<file path="src/rtl/data_bus_demux.sv">
// data_bus_demux: address-decoded 1:N bus demultiplexer with in-order
// response tracking. A small FIFO of target ids records every accepted
// request. Responses are returned strictly in the order the requests
// were granted.
// Optional integrity sideband: define DATA_BUS_INTG_EN to add the
// *_intg ports, which follow the wdata/rdata paths.
module data_bus_demux #(
    parameter int NUM_SLAVES      = 4,
    parameter int ADDR_WIDTH      = 32,
    parameter int MAX_OUTSTANDING = 2,
    parameter logic [NUM_SLAVES-1:0][ADDR_WIDTH-1:0] SLAVE_BASE = '0,
    parameter logic [NUM_SLAVES-1:0][ADDR_WIDTH-1:0] SLAVE_MASK = '0
) (
    input  logic                     clk,
    input  logic                     rst_n,
    input  logic                     m_req,
    input  logic                     m_we,
    input  logic [3:0]               m_be,
    input  logic [ADDR_WIDTH-1:0]    m_addr,
    input  logic [31:0]              m_wdata,
    output logic                     m_gnt,
    output logic                     m_rvalid,
    output logic                     m_err,
    output logic [31:0]              m_rdata,
    output logic [NUM_SLAVES-1:0]    s_req,
    output logic                     s_we,
    output logic [3:0]               s_be,
    output logic [ADDR_WIDTH-1:0]    s_addr,
    output logic [31:0]              s_wdata,
    input  logic [NUM_SLAVES-1:0]    s_gnt,
    input  logic [NUM_SLAVES-1:0]    s_rvalid,
    input  logic [NUM_SLAVES-1:0]    s_err,
`ifdef DATA_BUS_INTG_EN
    input  logic [6:0]               m_wdata_intg,
    output logic [6:0]               s_wdata_intg,
    input  logic [NUM_SLAVES*7-1:0]  s_rdata_intg,
    output logic [6:0]               m_rdata_intg,
`endif
    input  logic [NUM_SLAVES*32-1:0] s_rdata
);

    localparam int TW = $clog2(NUM_SLAVES + 1);
    localparam int PW = (MAX_OUTSTANDING > 1) ? $clog2(MAX_OUTSTANDING) : 1;
    localparam int CW = $clog2(MAX_OUTSTANDING + 1);

    // Target id NUM_SLAVES marks a decode error in the tracking FIFO.
    localparam logic [TW-1:0] ERR_ID = TW'(NUM_SLAVES);

`ifdef DATA_BUS_INTG_EN
    // The SECDED code is linear, so the check bits of an all-zero word are zero.
    localparam logic [6:0] SECDED_ZERO = 7'h00;
`endif

    logic [TW-1:0] fifo_q [MAX_OUTSTANDING];
    logic [PW-1:0] wr_ptr_q, rd_ptr_q;
    logic [CW-1:0] count_q, count_d;
    logic [TW-1:0] tail_q;

    logic          hit_any;
    logic [TW-1:0] req_tgt;
    logic [TW-1:0] head;
    logic          sel_gnt;
    logic          full, empty;
    logic          accept_ok;
    logic          push, pop;

    function automatic logic [PW-1:0] ptr_inc(input logic [PW-1:0] p);
        return (p == PW'(MAX_OUTSTANDING - 1)) ? '0 : p + PW'(1);
    endfunction

    assign full  = (count_q == CW'(MAX_OUTSTANDING));
    assign empty = (count_q == '0);
    assign head  = fifo_q[rd_ptr_q];

    // Address decode: scan from the top so the lowest matching index wins.
    always_comb begin
        hit_any = 1'b0;
        req_tgt = ERR_ID;
        for (int i = NUM_SLAVES - 1; i >= 0; i--) begin
            if ((m_addr & SLAVE_MASK[i]) == SLAVE_BASE[i]) begin
                hit_any = 1'b1;
                req_tgt = TW'(i);
            end
        end
    end

    // Acceptance: room in the FIFO and no change of target while responses
    // are pending. Gated by rst_n so nothing is granted while held in reset.
    assign accept_ok = rst_n & ~full & (empty | (tail_q == req_tgt));

    // Request routing and grant selection for the decoded target.
    always_comb begin
        s_req   = '0;
        sel_gnt = 1'b0;
        for (int i = 0; i < NUM_SLAVES; i++) begin
            if (req_tgt == TW'(i)) begin
                s_req[i] = m_req & hit_any & accept_ok;
                sel_gnt  = s_gnt[i];
            end
        end
    end

    assign m_gnt   = accept_ok & (hit_any ? sel_gnt : m_req);
    assign push    = m_req & m_gnt;
    assign s_we    = m_we;
    assign s_be    = m_be;
    assign s_addr  = m_addr;
    assign s_wdata = m_wdata;
`ifdef DATA_BUS_INTG_EN
    assign s_wdata_intg = m_wdata_intg;
`endif

    // Response mux driven by the FIFO head; responses from other slaves are ignored.
    always_comb begin
        m_rvalid = 1'b0;
        m_err    = 1'b0;
        m_rdata  = '0;
`ifdef DATA_BUS_INTG_EN
        m_rdata_intg = '0;
`endif
        if (!empty) begin
            if (head == ERR_ID) begin
                m_rvalid = 1'b1;
                m_err    = 1'b1;
`ifdef DATA_BUS_INTG_EN
                m_rdata_intg = SECDED_ZERO;
`endif
            end else begin
                for (int i = 0; i < NUM_SLAVES; i++) begin
                    if (head == TW'(i)) begin
                        m_rvalid = s_rvalid[i];
                        m_err    = s_err[i];
                        m_rdata  = s_rdata[i*32 +: 32];
`ifdef DATA_BUS_INTG_EN
                        m_rdata_intg = s_rdata_intg[i*7 +: 7];
`endif
                    end
                end
            end
        end
    end

    assign pop = m_rvalid;

    // Occupancy next state: a simultaneous push and pop cancel out.
    always_comb begin
        count_d = count_q;
        if (push && !pop) begin
            count_d = count_q + CW'(1);
        end else if (pop && !push) begin
            count_d = count_q - CW'(1);
        end
    end

    // Tracking FIFO state; reset discards every outstanding entry.
    always_ff @(posedge clk or negedge rst_n) begin
        if (!rst_n) begin
            for (int i = 0; i < MAX_OUTSTANDING; i++) begin
                fifo_q[i] <= '0;
            end
            wr_ptr_q <= '0;
            rd_ptr_q <= '0;
            count_q  <= '0;
            tail_q   <= '0;
        end else begin
            if (push) begin
                fifo_q[wr_ptr_q] <= req_tgt;
                wr_ptr_q         <= ptr_inc(wr_ptr_q);
                tail_q           <= req_tgt;
            end
            if (pop) begin
                rd_ptr_q <= ptr_inc(rd_ptr_q);
            end
            count_q <= count_d;
        end
    end

endmodule

</file>
<file path="config.mk">
export PLATFORM = sky130hd
export DESIGN_NAME = data_bus_demux
export DESIGN_NICKNAME = d
export VERILOG_FILES = /design/src/rtl/data_bus_demux.sv
export SDC_FILE = /design/constraint.sdc
export NUM_CORES = 1
export LEC_CHECK = 0
export CORE_AREA = 2 2 125 127
export CTS_CLUSTER_DIAMETER = 30
export DETAILED_ROUTE_END_ITERATION = 10
export DIE_AREA = 0 0 127 129
export GPL_ROUTABILITY_DRIVEN = 0
export PLACE_DENSITY = 0.64
export SKIP_LAST_GASP = 1
export SYNTH_ARGS = -nofsm -noshare
export SYNTH_HDL_FRONTEND = slang
export SYNTH_SLANG_ARGS = --single-unit
</file>
<file path="constraint.sdc">
create_clock -name clk -period 5.77 [get_ports clk]
set_input_delay 1.4425 -clock clk [delete_from_list [all_inputs] [get_ports clk]]
set_output_delay 1.4425 -clock clk [all_outputs]
set_load 0.03 [all_outputs]
</file>
* Word-level counts from Yosys, hierarchy flattened
Index checks and enable logic that the tools add are counted.
** Storage, ports and cells
- Register bits :: 10
- Input port bits :: 212
- Output and inout port bits :: 108
** Cells by class
- $add $sub $neg :: 4
- $lt $le $gt $ge :: 3
- Equality and inequality tests :: 5
- Multiplexer cells :: 27
- Bitwise gates (word level) :: 9
- Reductions and logical operators :: 8
** Operators with widths (number)
- two-way mux 32 bit :: 6
- two-way mux 1 bit :: 14
- two-way mux 3 bit :: 4
- AND 6 bit :: 1
- == test 3 x 2 -> 1 bit (second input constant) :: 2
- NOT 6 bit :: 1
- AND 1 bit :: 4
- >= comparator 2 bit (second input constant) :: 2
- two-way mux 2 bit :: 2
- NOT 1 -> 2 bit :: 2
- demux 3 bit (select 1 bit) :: 1
- == test 3 x 1 -> 1 bit (second input constant) :: 1
- == test 3 bit (second input constant) :: 1
- logical AND 1 bit :: 3
- zero test 3 bit :: 1
- adder 1 bit (second input constant) :: 2
- adder 2 x 1 -> 2 bit (second input constant) :: 1
- == test 2 bit (second input constant) :: 1
- zero test 1 bit :: 2
- zero test 2 bit :: 1
- < comparator 2 x 1 -> 1 bit (second input constant) :: 1
- nonzero test 2 bit :: 1
- subtractor 2 x 1 -> 2 bit (second input constant) :: 1
- NOT 1 bit :: 1

* Depth between registers and ports, before layout
- Depth in word-level cells :: 14
- Depth in mapped cells :: 10
- Mapped depth without buffers :: 8

* Worst setup path after synthesis
No wires, ideal clock.
- Path type :: input-to-output
- From :: in s_err[3]
- To :: out m_err
- Arrival :: 2.165 ns
- Required time :: 4.328 ns
- Setup slack :: 2.163 ns
- Stages on the path :: 2
- Buffers on the path :: 0
- Cell sequence :: mux4_2 a21o_1
** On the way
- Word-level cells in the longest chain between the ends :: 3
** RTL lines
- start: declaration :: RTL line 32 : input logic [NUM_SLAVES-1:0] s_err,
- two-way mux 1 bit :: RTL line 130 : if (head == TW'(i)) begin
- two-way mux 1 bit :: RTL line 122 : if (head == ERR_ID) begin
- two-way mux 1 bit :: RTL line 121 : if (!empty) begin
- end: declaration :: RTL line 23 : output logic m_err,
Every way passes these cells.

* Final worst setup path
- From :: in s_rvalid[3]
- To :: out m_rvalid
** On the way
- Word-level cells in the longest chain between the ends :: 3
** RTL lines
- start: declaration :: RTL line 31 : input logic [NUM_SLAVES-1:0] s_rvalid,
- two-way mux 1 bit :: RTL line 130
- two-way mux 1 bit :: RTL line 122
- two-way mux 1 bit :: RTL line 121
- end: declaration :: RTL line 22 : output logic m_rvalid,
Every way passes these cells.

==> results.cfg <==
[floorplan]
initial_core_util_pct = 13.6
core_area_sq_mm = 0.0150
fp.dieArea_sq_mm = 0.0164
rows = 45
die-height_um = 129
ios = 320
die_w_um = 127

[power]
powerDensity_mw_per_mm2 = 248
ir_drop_uv = 145
leakage_nw = 1.34
power_mw = 0.878

[hold_path]
hp-class = register to register
min_from = wr_ptr_q

[clock_tree]
cts_setup_buffers = 0
tritoncts = yes
cts_buffers = 3
hold_buffers = 0
cts_resized = 0
clk_pin_slew_ns = 0.04
ctsHtreeMaxLevel = 1
clk_path_buf_depth = 2
clk_latency_ns = 0.24
root_buffer = clkbuf_16
clock-sinks = 10

[detailed_routing]
drt_pre_antenna_iters = 4
via_count = 2319
routed_wl_um = 9980
detail_route.wl_per_cell_um = 18.9
drc_errors = 0
antenna_left = 0
drtIter0Drc = 103
vias_per_cell = 4.38

[global_route]
grt_pass1_wl_um = 14000
first_global_vias = 2364
grt_max_degree = 37
track_usage_pct = 11.1
antenna_found_initial = 0
overflow = 0

[sta]
slew_viol_final = 0
clock.fmax_mhz = 212
finClkSkew_ns = 0.000686
final.setup.tns_ns = 0
rsz0062_at_grt = false
timing.final.crit_share_pct = 81.6
max_slew_margin_pct = 48.5
worst_pin_slew_ns = 0.773
finalCriticalPeriod_ns = 4.71
hold_viol_final = 0
finalSetupViolations = 0
layout_setup_ws_ns = 1.06

[setup_path]
cp.buffers_inverters = 2
r2r_start = rd_ptr_q
cp.required_ns = 4.33
crit_family = buffers and inverters
start_kind = input port
worstPathMaxFanout = 3
critPathKind = input port to output pin
crit_path_top_delay_cell = clkdlybuf4s50_1
crit_start = s_rvalid[3]
crit_chain = clkdlybuf4s50_1, o21ai_0, nor4_1, nor2_1, nand2_1, clkdlybuf4s50_1
cp.arrival_ns = 3.26
slowest_delay_ns = 0.68
critical_path.most_common_cell = clkdlybuf4s50_1
end_kind = output pin

[placement]
portBuffers = 175
post-dp-hpwl_um = 7840
place_inst = 525
dpl_worst_slack_ns = 1.08

[finish]
final_cell_count_no_fill = 529
regArea_sq_um = 250
diodes = 0
fill_cells = 1616
drive_gt1_share_pct = 7.04
fin_nets = 555
multiInputGateArea_sq_mm = 0.00117
syn_to_final_growth_pct = 73.2

[logic_synthesis]
seq_area_frac_synth_pct = 12.2
ys_seq_elements = 10
syn-instance-count = 245
synth_ff_type = dfrtp_1
async_reset_ff_share_pct = 100
synth_top_area_share_pct = 26.5
synth_area_sq_mm = 0.00204
synth_edf_count = 0
synthTopCellsByArea = buf_4 26%, o221ai_1 20%, dfrtp_1 12%, mux2i_1 7.8%, a21oi_1 7.6%
synth_cell_types = 40
synth_area_per_cell_sq_um = 8.34
yosysWarnings = 0
yosys.area.top_type = buf_4

[run]
max_cap_violations = 0

[outcome]
status = finished clean
registers in the layout, summed over array words and instances (netlist names):
signal / cells
count_q: 2
fifo_q: 6
rd_ptr_q: 1
wr_ptr_q: 1
power breakdown:
group	switching [mW]	internal, mW
combinational	0.325	0.301
sequential	0.0305	0.0854
clock	0.0322	0.104
total	0.387	0.490
layer usage:
layer	global-route usage [%]	wire length [um]	vias to the layer above
met5	1.47	0	-
met4	4.85	374	0
met3	3.37	1010	36
met2	17.7	4570	135
met1	13.8	4020	1080
li1	-	-	1068
placed cells by master, fill, tap and decap left out, drive strengths merged, types with 2 or more instances in the layout:
cell type        n
and3             3
o21ai            2
buf              5
mux4             2
clkdlybuf4s50  175
and2             5
nor3             2
a21oi           31
o221ai          47
clkbuf           4
nor2b            3
xnor2            2
mux2             4
dfrtp           10
xor2             2
conb             3
mux2i           17
nor2             6
nand2            3
worst paths after layout:
| kind | to | slack (ns) | cells after the start |
|---|---|---|---|
| worst max-delay path | m_rvalid | 1.06 | 6 |
| worst min-delay path | wr_ptr_q | 0.50 | 1 |
| worst max register to register | count_q[1] | 2.96 | 9 |
| worst min register to register | wr_ptr_q | 0.50 | 1 |
| max in group asynchronous | rd_ptr_q | 3.87 | 1 |
| min in group asynchronous | wr_ptr_q | 1.56 | 1 |
synth_stat cells, types with 2 or more instances:
library cell   n
xnor2_1        2
nor3_1         2
buf_6          3
xor2_1         2
and2_1         5
clkbuf_1       7
and3_1         2
buf_4         72
o221ai_1      47
mux4_2         2
mux2i_1       16
nand2_1        3
a21oi_1       31
mux2_4         3
nor2_1         5
buf_2          8
dfrtp_1       10
nor2b_1        3
cell type report:
class | count | area share [%]
clock buffers | 4 | 2.51
inverters | 1 | 0.106
multi-input cells | 146 | 33.1
flip-flops and latches | 10 | 7.07
well taps | 188 | 6.65
repair buffers | 180 | 50.6
metrics by stage:
step	util [%]	hold WS [ns]	instance area, sq um
detailed placement	23.0	0.486	3450
finish	23.6	0.502	3540
floorplan	-	0.468	2050
global placement	23.0	0.486	3450
CTS	23.6	0.493	3540
global route	23.6	0.518	3540
cells by family after synthesis:
family,share of synthesized area (%)
adders and majority gates,0.612
other,0.184
AOI/OAI and AO/OA,30.9
xor gates and xnor gates,1.71
muxes,13.9
DFF,12.2
and+or+nand+nor,8.94
buffers and inverters,31.5
No activity file was read; power rests on OpenSTA's default activity.
